## src/rtl/pdm_audio_pkg.sv

```systemverilog
// Shared types and constants for the PCM-to-PDM audio transmitter.
package pdm_audio_pkg;

    localparam int DATA_W_DEF = 16;

    typedef enum logic [1:0] {
        ST_OFF  = 2'd0,
        ST_WARM = 2'd1,
        ST_RUN  = 2'd2
    } state_t;

    localparam logic signed [DATA_W_DEF-1:0] MIDSCALE = '0;

    // Signed two's complement to offset-binary: flip the sign bit.
    function automatic logic [DATA_W_DEF-1:0] to_offset(input logic signed [DATA_W_DEF-1:0] s);
        return {~s[DATA_W_DEF-1], s[DATA_W_DEF-2:0]};
    endfunction

endpackage

```

## src/rtl/pdm_audio_tx_tick_gen.sv

```systemverilog
// PDM bit-rate divider: counts 0..CLK_DIV-1 while run is high, held at 0 otherwise.
module pdm_tick_gen #(
    parameter int CLK_DIV = 50
) (
    input  logic clk,
    input  logic reset,
    input  logic run,
    output logic tick
);

    localparam int CNT_W = $clog2(CLK_DIV);

    logic [CNT_W-1:0] cnt;

    // Combinational so the top can update ampPWM and pdm_tick on the same edge.
    assign tick = run && (cnt == CNT_W'(CLK_DIV - 1));

    always_ff @(posedge clk) begin
        if (reset || !run) begin
            cnt <= '0;
        end else if (tick) begin
            cnt <= '0;
        end else begin
            cnt <= cnt + 1'b1;
        end
    end

endmodule

```

## src/rtl/pdm_audio_tx.sv

```systemverilog
// PCM-to-PDM transmitter: one-entry sample buffer, first-order sigma-delta
// modulator and OFF/WARM/RUN amplifier sequencing.
module pdm_audio_tx
    import pdm_audio_pkg::*;
#(
    parameter int DATA_W     = DATA_W_DEF,
    parameter int CLK_DIV    = 50,
    parameter int OSR        = 64,
    parameter int WARM_TICKS = 1024
) (
    input  logic                     clk,
    input  logic                     reset,
    input  logic                     enable,
    input  logic signed [DATA_W-1:0] sample_data,
    input  logic                     sample_valid,
    output logic                     sample_ready,
    output logic                     ampPWM,
    output logic                     ampSD,
    output logic                     pdm_tick,
    output logic                     underrun,
    output state_t                   dbg_state
);

    localparam int OSR_W  = $clog2(OSR);
    localparam int WARM_W = (WARM_TICKS > 1) ? $clog2(WARM_TICKS) : 1;

    state_t            state, state_nx;
    logic              tick, run, accept, boundary, underrun_nx;
    logic              warm_last, smp_last, hold_full;
    logic [WARM_W-1:0] warm_cnt;
    logic [OSR_W-1:0]  smp_cnt;
    logic [DATA_W-1:0] acc, hold, active, u;

    // Handshake: a sample transfers on any edge where sample_valid and
    // sample_ready are both high; ready depends only on registered state.
    assign sample_ready = !hold_full && (state != ST_OFF);
    assign accept       = sample_valid && sample_ready;
    assign ampSD        = (state != ST_OFF);
    assign dbg_state    = state;

    // Stopping the divider on the shutdown edge keeps it at 0 throughout OFF.
    assign run = enable && (state != ST_OFF);

    pdm_tick_gen #(.CLK_DIV(CLK_DIV)) u_tick_gen (
        .clk   (clk),
        .reset (reset),
        .run   (run),
        .tick  (tick)
    );

    assign u         = {~active[DATA_W-1], active[DATA_W-2:0]};
    assign warm_last = (warm_cnt == WARM_W'(WARM_TICKS - 1));
    assign smp_last  = (smp_cnt == OSR_W'(OSR - 1));

    always_comb begin
        state_nx    = state;
        boundary    = 1'b0;
        underrun_nx = 1'b0;
        case (state)
            ST_OFF: begin
                if (enable) state_nx = ST_WARM;
            end
            ST_WARM: begin
                if (!enable) begin
                    state_nx = ST_OFF;
                end else if (tick && warm_last) begin
                    state_nx = ST_RUN;
                    boundary = 1'b1;
                end
            end
            ST_RUN: begin
                if (!enable) begin
                    state_nx = ST_OFF;
                end else if (tick && smp_last) begin
                    boundary    = 1'b1;
                    underrun_nx = !hold_full;
                end
            end
            default: state_nx = ST_OFF;
        endcase
    end

    always_ff @(posedge clk) begin
        if (reset) begin
            state <= ST_OFF;
        end else begin
            state <= state_nx;
        end
    end

    always_ff @(posedge clk) begin
        if (reset || (state_nx == ST_OFF)) begin
            acc       <= '0;
            hold      <= '0;
            hold_full <= 1'b0;
            active    <= '0;
            warm_cnt  <= '0;
            smp_cnt   <= '0;
            ampPWM    <= 1'b0;
            pdm_tick  <= 1'b0;
            underrun  <= 1'b0;
        end else begin
            pdm_tick <= tick;
            underrun <= underrun_nx;
            if (accept) begin
                hold      <= sample_data;
                hold_full <= 1'b1;
            end
            if (tick) begin
                {ampPWM, acc} <= {1'b0, acc} + {1'b0, u};
                if (state == ST_WARM) begin
                    warm_cnt <= warm_last ? '0 : warm_cnt + 1'b1;
                end else begin
                    smp_cnt <= smp_last ? '0 : smp_cnt + 1'b1;
                end
            end
            // Active stays at midscale through WARM; it only loads at a boundary.
            if (boundary && hold_full) begin
                active    <= hold;
                hold_full <= 1'b0;
            end
        end
    end

endmodule

```

## config.mk

```make
export PLATFORM = sky130hd
export DESIGN_NAME = pdm_audio_tx
export DESIGN_NICKNAME = d
export VERILOG_FILES = /design/src/rtl/pdm_audio_pkg.sv /design/src/rtl/pdm_audio_tx_tick_gen.sv /design/src/rtl/pdm_audio_tx.sv
export SDC_FILE = /design/constraint.sdc
export NUM_CORES = 1
export LEC_CHECK = 0
export CAP_MARGIN = 10
export CORE_MARGIN = 4
export CORE_UTILIZATION = 60
export CTS_CLUSTER_DIAMETER = 50
export DETAILED_ROUTE_END_ITERATION = 8
export GPL_TIMING_DRIVEN = 0
export PLACE_DENSITY = 0.8
export SLEW_MARGIN = 20
export SYNTH_ARGS = -nofsm -noshare
export SYNTH_HDL_FRONTEND = slang
export SYNTH_SLANG_ARGS = --single-unit
```

## constraint.sdc

```tcl
create_clock -name clk -period 6.7 [get_ports clk]
set_clock_uncertainty 0.15 [all_clocks]
set_input_delay 1.675 -clock clk [delete_from_list [all_inputs] [get_ports clk]]
set_output_delay 1.675 -clock clk [all_outputs]
set_load 0.005 [all_outputs]
```

; Word-level counts from Yosys, hierarchy flattened
; Index checks and enable logic that the tools add are counted.
[op_classes]
add_sub_neg = 4
n_eq_ne = 5
n_mux = 12
n_bitwise = 5
reduce_logical = 19
[op_table]
columns = cell, count
row1 = $add 16x16->17, 1
row2 = $add 6x1->6 const B, 2
row3 = $eq 6x6->1 const B, 2
row4 = $add 10x1->10 const B, 1
row5 = $eq 10x10->1 const B, 1
row6 = $mux 10, 1
row7 = $mux 2, 4
row8 = $logic_and 1x1->1, 7
row9 = $mux 6, 1
row10 = $pmux 2 s3, 1
row11 = $not 1->1, 5
row12 = $logic_not 2->1, 2
row13 = $mux 1, 4
row14 = $reduce_and 2->1, 2
row15 = $reduce_or 2->1, 2
row16 = $reduce_or 4->1, 1
row17 = $eq 2x1->1 const B, 1
row18 = $eq 2x2->1 const B, 1
row19 = $logic_not 1->1, 2
row20 = $logic_or 1x1->1, 2
row21 = $pmux 1 s2, 1
row22 = $reduce_bool 2->1, 1
[word_totals]
register_bits = 76
input_bits = 20
out_inout_bits = 7
word_cells = 56

; Longest topological paths before layout
; Gate-level depths: netlist of run 1.
[depth]
ltp_word = 10
depth_mapped = 10
ltp_nobuf = 9

; Hierarchy
; A second synthesis of run 1 with hierarchy kept.
[unflattened]
cells_unflattened = 444
area_unflattened_um2 = 3856.2
[by_module_without_submodules]
columns = module, n_inst, cells_per_inst, area_per_inst_um2, seq_area_each_um2
row1 = pdm_audio_tx, 1, 416, 3592.2, 1401.3
row2 = pdm_tick_gen, 1, 28, 264.0, 120.1

; Worst setup path before layout of run 1
; OpenSTA, ideal clock, no wires.
[synth_timing]
path_kind = input port to flip-flop
start = input port enable
end = register acc[0]
setup_time_ns = 0.132
t_arrival_ns = 3.007
slack_ns = 3.411
path_stages = 8
cell_sequence = and4b_1 -> and3_1 -> buf_4 -> a31oi_1 -> o41a_4 -> buf_6 -> clkbuf_1 -> a21oi_1
[synth_between]
elab_chain_cells = 8
[synth_lines]
columns = item, line_no
row1 = start: declaration, pdm_audio_tx.sv:13  ; input logic enable,
row2 = $logic_and 1x1->1, pdm_audio_tx.sv:42  ; assign run = enable && (state != ST_OFF);
row3 = $logic_and 1x1->1, pdm_audio_tx_tick_gen.sv:16  ; assign tick = run && (cnt == CNT_W'(CLK_DIV - 1));
row4 = $logic_and 1x1->1, pdm_audio_tx.sv:66  ; end else if (tick && warm_last) begin
row5 = $mux 2, pdm_audio_tx.sv:66
row6 = $mux 2, pdm_audio_tx.sv:64  ; if (!enable) begin
row7 = $pmux 2 s3, pdm_audio_tx.sv:59  ; case (state)
row8 = $logic_not 2->1, pdm_audio_tx.sv:92  ; if (reset || (state_nx == ST_OFF)) begin
row9 = $logic_or 1x1->1, pdm_audio_tx.sv:92
row10 = end signal: assignment, pdm_audio_tx.sv:110  ; {ampPWM, acc} <= {1'b0, acc} + {1'b0, u};
row11 = end: declaration, pdm_audio_tx.sv:32  ; logic [DATA_W-1:0] acc, hold, active, u;
; Parallel ways exist; a longest one is shown, timed or not.
; A chain may end at the register's enable or synchronous reset.

; Final worst setup path of run 1
[layout_timing]
start = input port enable
end = register acc[13]
; Same word-level chain as after synthesis.

==> results.sh, run 1 <==
export IMPL_die_area_sq_um=7700
export IMPL_period_share=0.581
export IMPL_relSlewSlack=0.603
export IMPL_avgViaCountPerCell=5.66
export IMPL_fin_crit_ns=3.89
export IMPL_drive_gt1_frac=0.0646
export IMPL_dp_cells=554
export IMPL_final_fill_count=480
export IMPL_diodes=0
export IMPL_ys_seq_elements=76
export IMPL_grt_usage=0.230
export IMPL_yosysSeqAreaShare=0.398
export IMPL_rsz0062_at_grt="false"
export IMPL_finalSetupTns_ns=0
export IMPL_drtIter0Drc=159
export IMPL_clk_insertion_delay_late_ns=0.36
export IMPL_worst_pin_slew_ns=0.595
export IMPL_yosysUniqueCellTypes=56
export IMPL_netlist_instances=453
export IMPL_end_kind="flip-flop"
export IMPL_antenna_left=0
export IMPL_avgRoutedWirePerCell_um=14.0
export IMPL_clock_sinks=76
export IMPL_cts_buffer_depth=2
export IMPL_io_pins=27
export IMPL_routabilityCongestion=0.853
export IMPL_path_clk_slew_ns=0.07
export IMPL_final_nets=535
export IMPL_core_rowCount=28
export IMPL_power_density_nw_per_um2=202
export IMPL_num_vias=3226
export IMPL_wl_met2_um=3590
export IMPL_synthToLayoutAreaGrowth_pct=14.9
export IMPL_hold_viol_final=0
export IMPL_worst_path_max_fanout=10
export IMPL_cts_root_buf="clkbuf_8"
export IMPL_drt_pass1_iter_count=5
export IMPL_arrival_ns=3.96
export IMPL_grt_pass1_wl_um=13800
export IMPL_grt_pass1_vias=3092
export IMPL_core_area_sq_um=6060
export IMPL_crit_path_start_kind="input pin"
export IMPL_port_buffers=26
export IMPL_wirelength_um=7970
export IMPL_async_flop_share=0
export IMPL_hold_ws_ns=0.303
export IMPL_synth_edf_count=0
export IMPL_cts_hold_buf=0
export IMPL_cts_tree="built"
export IMPL_final_cells=570
export IMPL_power_uw=887
export IMPL_die_w_um=87.8
export IMPL_cts_htree_levels=3
export IMPL_synth_avg_cell_area_sq_um=8.43
export IMPL_syn_area_sq_um=3820
export IMPL_post_cts_setup_buffer_count=0
export IMPL_max_freq_mhz=257
export IMPL_status="finished, final reports clean"
export IMPL_cts_resized=0
export IMPL_initial_core_util=0.630
export IMPL_setup_ws_ns=2.81
export IMPL_drc_errors=0
export IMPL_synth_net_count=498
export IMPL_dr_max_layer_used="met4"
export IMPL_met1_length_um=3820
export IMPL_critPathKind="in2reg"
export IMPL_p_leak_uw=0.00174
export IMPL_grt_max_degree=14
export IMPL_critical_path_required_ns=6.76
export IMPL_wl_met3_um=403
export IMPL_pre_cts_ws_ns=2.44
export IMPL_peakVddDrop_mv=0.155
export IMPL_cts_made_buffers=9
export IMPL_gr_total_overflow=0
export IMPL_report_final_slew_viol_count=0
export IMPL_synthFlopType="dfxtp_1"
export IMPL_final_setup_viol_count=0
export IMPL_dp_hpwl_um=5710
export IMPL_antenna_found_initial=0
export IMPL_hold_class="reg2reg"
export IMPL_yosysWarnings=0
export IMPL_die_y_um=87.8
export IMPL_cap_violations=0
critical path: stages:
cell and delay, ns:
clkdlybuf4s50_1 0.56, and4b_1 0.25, nand3_1 0.13, o31ai_1 0.37
o41a_4 0.27, buf_6 0.14, clkbuf_1 0.47, a21oi_1 0.08
cells by family (layout without fill, tap and decap cells):
logic type | Yosys count | after routing | share of synthesized area
mux | 23 | 23 | 0.0606
fa+ha+maj | 25 | 25 | 0.0839
simple gates | 180 | 180 | 0.218
compound gates | 101 | 101 | 0.165
buf+inv | 35 | 77 | 0.0449
flops | 76 | 76 | 0.398
xor+xnor | 13 | 13 | 0.0298
final timing paths:
path	start	endpoint	cells past startpoint	slack, ns
max reg2reg	dbg_state[0]$_SDFF_PP0_	acc[13]$_SDFFE_PP0P_	9	3.81
min	hold[13]$_SDFFE_PP0P_	hold[13]$_SDFFE_PP0P_	2	0.30
max	enable	acc[13]$_SDFFE_PP0P_	8	2.81
min reg2reg	hold[13]$_SDFFE_PP0P_	hold[13]$_SDFFE_PP0P_	2	0.30
metal layers:
metal / GRT usage / vias up
li1: - / 1665
met1: 0.292 / 1487
met2: 0.377 / 60
met3: 0.0546 / 14
met4: 0.0934 / 0
met5: 0 / -
final cells by class:
| class | instances | area, sq um | area share |
|---|---|---|---|
| multi-input combinational | 342 | 2130 | 0.484 |
| clock buffer | 10 | 128 | 0.0291 |
| sequential | 76 | 1520 | 0.347 |
| timing repair buffer | 26 | 260 | 0.0593 |
| tap | 75 | 93.8 | 0.0214 |
| inverter | 13 | 48.8 | 0.0111 |
| clock inverter | 6 | 88.8 | 0.0202 |
| buffer | 22 | 123 | 0.0279 |
metrics by stage:
stage	instance area, sq um	utilization
floorplan	3820	-
global placement	4170	0.688
detailed placement	4170	0.688
CTS	4390	0.724
global route	4390	0.724
finish	4390	0.724
flip-flops by register name, summed over array words and instances (netlist names), 2 cells and up:
name and count:
active 16, u_tick_gen.cnt 6, warm_cnt 10, dbg_state 2
smp_cnt 6, hold 16, acc 16
report_power, final:
group          total, uW  internal, uW  switching, uW
logic               48.7          21.1           27.6
clock network        382           210            172
registers            456           454           2.38
total                887           685            202
cell usage in the layout (no fill, tap or decap), types with 3 or more instances in the layout:
master           Yosys  layout
buf_6                3       3
nand4_1              4       4
dfxtp_1             76      76
a211oi_1             5       5
buf_2                4       4
nand2_1             57      57
o21ai_0             18      18
nor3b_1              7       7
xnor2_1              7       7
clkdlybuf4s50_1      0      26
nor3_1               6       6
mux2i_1             22      22
xor2_1               6       6
clkbuf_1            12      13
inv_1               13      13
a21o_1               4       4
nor2_1              64      64
clkbuf_8             0       9
nor4_1               4       4
a21oi_1             49      49
and3_1              11      11
and2_1               4       4
ha_1                24      24
nand3_1             10      10
synthesized netlist by cell type, types with 6 or more instances:
cell type  count  share of area
xor2_1         6          0.014
nor3b_1        7          0.014
nand3_1       10          0.013
nand2_1       57          0.056
and3_1        11          0.018
nor2_1        64          0.063
ha_1          24          0.079
a21oi_1       49          0.064
inv_1         13          0.013
clkbuf_1      12          0.012
dfxtp_1       76           0.40
mux2i_1       22          0.058
xnor2_1        7          0.016
nor3_1         6         0.0079
o21ai_0       18          0.024
Note: power is estimated with default switching activity, not from simulation.
==> run 2: changes to the inputs <==
--- a/config.mk
+++ b/config.mk
@@ -7,11 +7,11 @@
 export LEC_CHECK = 0
 export CAP_MARGIN = 10
 export CORE_MARGIN = 4
-export CORE_UTILIZATION = 60
+export CORE_UTILIZATION = 59
 export CTS_CLUSTER_DIAMETER = 50
 export DETAILED_ROUTE_END_ITERATION = 8
 export GPL_TIMING_DRIVEN = 0
-export PLACE_DENSITY = 0.8
+export PLACE_DENSITY = 0.79
 export SLEW_MARGIN = 20
 export SYNTH_ARGS = -nofsm -noshare
 export SYNTH_HDL_FRONTEND = slang
==> constraint.sdc (replaced) <==
create_clock -name clk -period 3.8 [get_ports clk]
set_clock_uncertainty 0.15 [all_clocks]
set_input_delay 0.95 -clock clk [delete_from_list [all_inputs] [get_ports clk]]
set_output_delay 0.95 -clock clk [all_outputs]
set_load 0.005 [all_outputs]
==> run 2 against run 1 <==
- sequential cell count unchanged
- global-route usage down 0.67 points
- sequential power up 77%
- core utilization down 3.2 points
- hold slack better by 0.0012 ns
- cell area down 0.48%
- cell count up 0.35%
- clock-buffer cell count unchanged
- setup slack worse by 2.2 ns
- critical endpoint is now acc[0]$_SDFFE_PP0P_
- largest power group unchanged
==> results.sh, run 2 (synthesis gave the netlist of run 1 again) <==
export IMPL_die_w_um=88.5
export IMPL_dp_hpwl_um=5790
export IMPL_placed_cell_area_sq_um=4180
export IMPL_pre_cts_ws_ns=0.271
export IMPL_switching_power_uw=351
export IMPL_max_freq_mhz=316
export IMPL_p_leak_uw=0.00174
export IMPL_period_share=0.833
export IMPL_cts_resized=0
export IMPL_p_int_uw=1140
export IMPL_critPathKind="in2reg"
export IMPL_relSlewSlack=0.612
export IMPL_drc_errors=0
export IMPL_power_density_nw_per_um2=342
export IMPL_seqPwrFrac=0.539
export IMPL_initial_core_util=0.605
export IMPL_core_area_sq_um=6310
export IMPL_report_final_slew_viol_count=0
export IMPL_power_uw=1490
export IMPL_avgRoutedWirePerCell_um=14.1
export IMPL_worst_pin_slew_ns=0.583
export IMPL_final_nets=535
export IMPL_arrival_ns=3.22
export IMPL_dr_max_layer_used="met4"
export IMPL_cts_htree_levels=3
export IMPL_cts_root_buf="clkbuf_8"
export IMPL_worst_path_max_fanout=10
export IMPL_antenna_found_initial=0
export IMPL_hold_viol_final=0
export IMPL_drtIter0Drc=190
export IMPL_ff2ff_path_depth=9
export IMPL_synthToLayoutAreaGrowth_pct=14.4
export IMPL_grt_usage=0.223
export IMPL_final_setup_viol_count=0
export IMPL_grt_pass1_wl_um=13600
export IMPL_fin_area_sq_um=4370
export IMPL_met1_length_um=3500
export IMPL_top_regs="acc: 16 flops, active: 16 flops, hold: 16 flops"
export IMPL_num_vias=3230
export IMPL_post_cts_setup_buffer_count=0
export IMPL_clkPwrFrac=0.404
export IMPL_final_fill_count=520
export IMPL_wl_met2_um=3840
export IMPL_p_sw_frac=0.235
export IMPL_wirelength_um=8050
export IMPL_ff2ff_setup_slack_ns=0.96
export IMPL_clk_insertion_delay_late_ns=0.35
export IMPL_core_rowCount=29
export IMPL_cap_violations=0
export IMPL_cts_tree="built"
export IMPL_antenna_left=0
export IMPL_timing_rr_start="dbg_state[0]$_SDFF_PP0_"
export IMPL_cts_hold_buf=0
export IMPL_fin_crit_ns=3.17
export IMPL_layout_common_cells="76 x dfxtp_1, 64 x nor2_1, 57 x nand2_1"
export IMPL_die_y_um=88.5
export IMPL_clock_sinks=76
export IMPL_status="finished, final reports clean"
export IMPL_io_pins=27
export IMPL_peakVddDrop_mv=0.310
export IMPL_hold_class="reg2reg"
export IMPL_cts_made_buffers=9
export IMPL_grt_max_degree=14
export IMPL_p_comb_frac=0.057
export IMPL_layout_commonest_cell="dfxtp_1"
export IMPL_rsz0062_at_grt="false"
export IMPL_crit_start="enable"
export IMPL_port_buffers=26
export IMPL_drt_pass1_iter_count=5
export IMPL_diodes=0
export IMPL_grt_pass1_vias=3036
export IMPL_setup_ws_ns=0.634
export IMPL_crit_end="acc[0]$_SDFFE_PP0P_"
export IMPL_crit_path_start_kind="input pin"
export IMPL_die_area_sq_um=7820
export IMPL_hold_ws_ns=0.304
export IMPL_gr_total_overflow=0
export IMPL_avgViaCountPerCell=5.65
export IMPL_end_kind="flip-flop"
export IMPL_path_clk_slew_ns=0.07
export IMPL_finalSetupTns_ns=0
export IMPL_routabilityCongestion=0.863
export IMPL_drive_gt1_frac=0.0646
export IMPL_wl_met3_um=611
export IMPL_cts_buffer_depth=2
export IMPL_r2r_end="acc[0]$_SDFFE_PP0P_"
export IMPL_critical_path_required_ns=3.86
-- run 2: cell count changes in the layout (fill, tap and decap cells not counted) --
| cell | change |
|---|---|
| clkinvlp_4 | -1 |
| bufinv_16 | -1 |
| clkinv_2 | +1 |
| clkinv_4 | +1 |
-- run 2: critical path, cell delays in order --
cell,delay [ns]
clkdlybuf4s50_1,0.56
and4b_1,0.23
nand3_1,0.12
o31ai_1,0.39
o41a_4,0.27
buf_6,0.15
clkbuf_1,0.47
a21oi_1,0.09
-- run 2: worst min path at each step --
stage / from / end / slack, ns / cells after the start
floorplan: u_tick_gen.cnt[0]$_SDFF_PP0_ / u_tick_gen.cnt[0]$_SDFF_PP0_ / 0.28 / 1
global placement: hold[15]$_SDFFE_PP0P_ / hold[15]$_SDFFE_PP0P_ / 0.29 / 2
detailed placement: hold[13]$_SDFFE_PP0P_ / hold[13]$_SDFFE_PP0P_ / 0.30 / 2
CTS: hold[13]$_SDFFE_PP0P_ / hold[13]$_SDFFE_PP0P_ / 0.31 / 2
global route: hold[9]$_SDFFE_PP0P_ / hold[9]$_SDFFE_PP0P_ / 0.33 / 2
finish: hold[9]$_SDFFE_PP0P_ / hold[9]$_SDFFE_PP0P_ / 0.30 / 2
-- run 2: area by class of cell --
| class | instances | area [sq um] | share of cell area |
|---|---|---|---|
| Tap cell | 77 | 96.3 | 0.0221 |
| Buffer | 22 | 123 | 0.0281 |
| Multi-Input combinational cell | 342 | 2130 | 0.487 |
| Sequential cell | 76 | 1520 | 0.348 |
| Clock buffer | 10 | 128 | 0.0292 |
| Inverter | 13 | 48.8 | 0.0112 |
| Clock inverter | 6 | 65.1 | 0.0149 |
| Timing Repair Buffer | 26 | 260 | 0.0596 |
-- run 2: per-layer routing --
layer  GRT usage  vias up
met4      0.0948        0
met5           0        -
li1            -     1663
met1       0.271     1478
met3      0.0531        9
met2       0.379       80
-- run 2: per-stage QoR --
step / util / instances
finish: 0.692 / 572
global route: 0.692 / 572
CTS: 0.692 / 572
detailed placement: 0.661 / 556
global placement: 0.661 / 556
floorplan: - / 453
-- run 2: power groups by stage --
stage | combinational [uW] | sequential [uW] | clock [uW]
floorplan | 41.6 | 822 | 0
global placement | 83.8 | 823 | 0
detailed placement | 85.0 | 823 | 0
CTS | 85.4 | 805 | 620
global route | 93.7 | 805 | 651
finish | 84.5 | 805 | 603
==> run 3: changes to the inputs <==
==> constraint.sdc (replaced) <==
create_clock -name clk -period 3.1 [get_ports clk]
set_clock_uncertainty 0.15 [all_clocks]
set_input_delay 0.775 -clock clk [delete_from_list [all_inputs] [get_ports clk]]
set_output_delay 0.775 -clock clk [all_outputs]
set_load 0.005 [all_outputs]
==> run 3 against run 2 <==
- hold slack about the same
- via count grew 0.65%
- sequential power is 22% higher
- die area stayed put
- setup slack lost 0.43 ns
- highest routed layer unchanged
- cell count unchanged
- non-clock buffer count unchanged
- clock power is 23% higher
- global-route usage is the same
==> results.sh, run 3 (synthesis gave the netlist of run 1 again) <==
export IMPL_avgRoutedWirePerCell_um=14.1
export IMPL_io_pins=27
export IMPL_post_cts_setup_buffer_count=0
export IMPL_end_kind="flip-flop"
export IMPL_fin_crit_ns=2.90
export IMPL_cts_tree="built"
export IMPL_dp_cells=556
export IMPL_cts_buffer_depth=2
export IMPL_wirelength_um=8050
export IMPL_cp_cell_sequence="clkdlybuf4s50_1 -> and4b_1 -> and3_1 -> buf_4 -> a31oi_1 -> o41a_4 -> buf_6 -> clkbuf_1 -> a21oi_1"
export IMPL_initial_core_util=0.605
export IMPL_core_rowCount=29
export IMPL_diodes=0
export IMPL_period_share=0.934
export IMPL_antenna_found_initial=0
export IMPL_cts_htree_levels=3
export IMPL_final_fill_count=520
export IMPL_die_w_um=88.5
export IMPL_die_y_um=88.5
export IMPL_cpPeakStageDelay_ns=0.49
export IMPL_relSlewSlack=0.622
export IMPL_core_area_sq_um=6310
export IMPL_arrival_ns=2.98
export IMPL_path_clk_slew_ns=0.08
export IMPL_seqPwrFrac=0.538
export IMPL_cts_made_buffers=9
export IMPL_register_area_sq_um=1520
export IMPL_finalSetupTns_ns=0
export IMPL_drive_gt1_frac=0.0667
export IMPL_critPathKind="in2reg"
export IMPL_grt_pass1_wl_um=13600
export IMPL_switching_power_uw=435
export IMPL_worst_pin_slew_ns=0.567
export IMPL_hold_class="reg2reg"
export IMPL_avgViaCountPerCell=5.68
export IMPL_clock_sinks=76
export IMPL_clk_insertion_delay_late_ns=0.36
export IMPL_port_buffers=26
export IMPL_synthToLayoutAreaGrowth_pct=14.4
export IMPL_fin_area_sq_um=4370
export IMPL_rsz0062_at_grt="false"
export IMPL_layout_common_cells="76 x dfxtp_1, 64 x nor2_1, 57 x nand2_1"
export IMPL_max_freq_mhz=345
export IMPL_routabilityCongestion=0.863
export IMPL_cap_violations=0
export IMPL_worst_path_max_fanout=10
export IMPL_antenna_left=0
export IMPL_die_area_sq_um=7820
export IMPL_num_vias=3251
export IMPL_grt_max_degree=14
export IMPL_layout_commonest_cell="dfxtp_1"
export IMPL_p_sw_frac=0.237
export IMPL_multiInputGateArea_sq_um=2130
export IMPL_crit_path_start_kind="input pin"
export IMPL_p_int_uw=1400
export IMPL_critical_path_required_ns=3.18
export IMPL_status="finished, final reports clean"
export IMPL_gr_total_overflow=0
export IMPL_grt_usage=0.223
export IMPL_hold_ws_ns=0.304
export IMPL_clkPwrFrac=0.405
export IMPL_final_cells=572
export IMPL_cts_root_buf="clkbuf_8"
export IMPL_final_nets=535
export IMPL_peakVddDrop_mv=0.379
export IMPL_drt_pass1_iter_count=5
export IMPL_grt_pass1_vias=3036
export IMPL_slowest_stage="clkdlybuf4s50_1"
export IMPL_power_density_nw_per_um2=420
export IMPL_report_final_slew_viol_count=0
export IMPL_p_leak_uw=0.00174
export IMPL_placed_cell_area_sq_um=4180
export IMPL_drc_errors=0
export IMPL_drtIter0Drc=187
export IMPL_dp_hpwl_um=5790
export IMPL_final_setup_viol_count=0
export IMPL_top_regs="acc: 16 flops, active: 16 flops, hold: 16 flops"
export IMPL_p_comb_frac=0.057
export IMPL_hold_viol_final=0
run 3: cell counts in the layout (fill, tap and decap cells not counted):
Identical to the previous run, type by type.
run 3: repair_timing:
action,4_1_cts,5_1_grt
hold buffers,0,0
setup endpoints to repair,0,10
resized for setup,0,2
run 3: critical path: cells and delay by family:
kind            cells  cell delay [ns]
simple gates        2             0.42
compound gates      3             0.59
buf+inv             4             1.17
run 3: routing by layer:
metal | part of all wire | up-vias | track usage | wire length [um]
li1 | - | 1666 | - | -
met5 | 0 | - | 0 | 0
met3 | 0.057 | 13 | 0.0531 | 460
met4 | 0.017 | 0 | 0.0948 | 136
met2 | 0.47 | 80 | 0.379 | 3770
met1 | 0.46 | 1492 | 0.271 | 3680
run 3: worst paths after layout:
check	startpoint	endpoint	slack, ns	cells past startpoint
setup / recovery	enable	hold[5]$_SDFFE_PP0P_	0.20	9
hold / removal	hold[9]$_SDFFE_PP0P_	hold[9]$_SDFFE_PP0P_	0.30	2
setup reg to reg	dbg_state[0]$_SDFF_PP0_	hold[5]$_SDFFE_PP0P_	0.37	9
hold reg to reg	hold[9]$_SDFFE_PP0P_	hold[9]$_SDFFE_PP0P_	0.30	2
run 3: per-stage QoR:
step,worst slack (ns),power (uW),utilization
after floorplan,0.711,1060,-
after global placement,-0.213,1110,0.661
after detailed placement,-0.254,1110,0.661
after CTS,0.121,1850,0.692
after global routing,0.0672,1900,0.692
final,0.203,1830,0.692
run 3: final cells by class:
class,count,share of cell area
Clock buffer,10,0.0292
Buffer,22,0.0284
Clock inverter,6,0.0149
Timing Repair Buffer,26,0.0596
Multi-Input combinational cell,342,0.487
Sequential cell,76,0.348
Inverter,13,0.0112
Tap cell,77,0.0221
run 3: power groups by stage:
stage / clock (uW) / combinational (uW) / sequential, uW
2_1_floorplan: 0 / 51.0 / 1010
3_3_place_gp: 0 / 103 / 1010
3_5_place_dp: 0 / 104 / 1010
4_1_cts: 760 / 105 / 986
5_1_grt: 798 / 115 / 987
6_report: 743 / 104 / 986
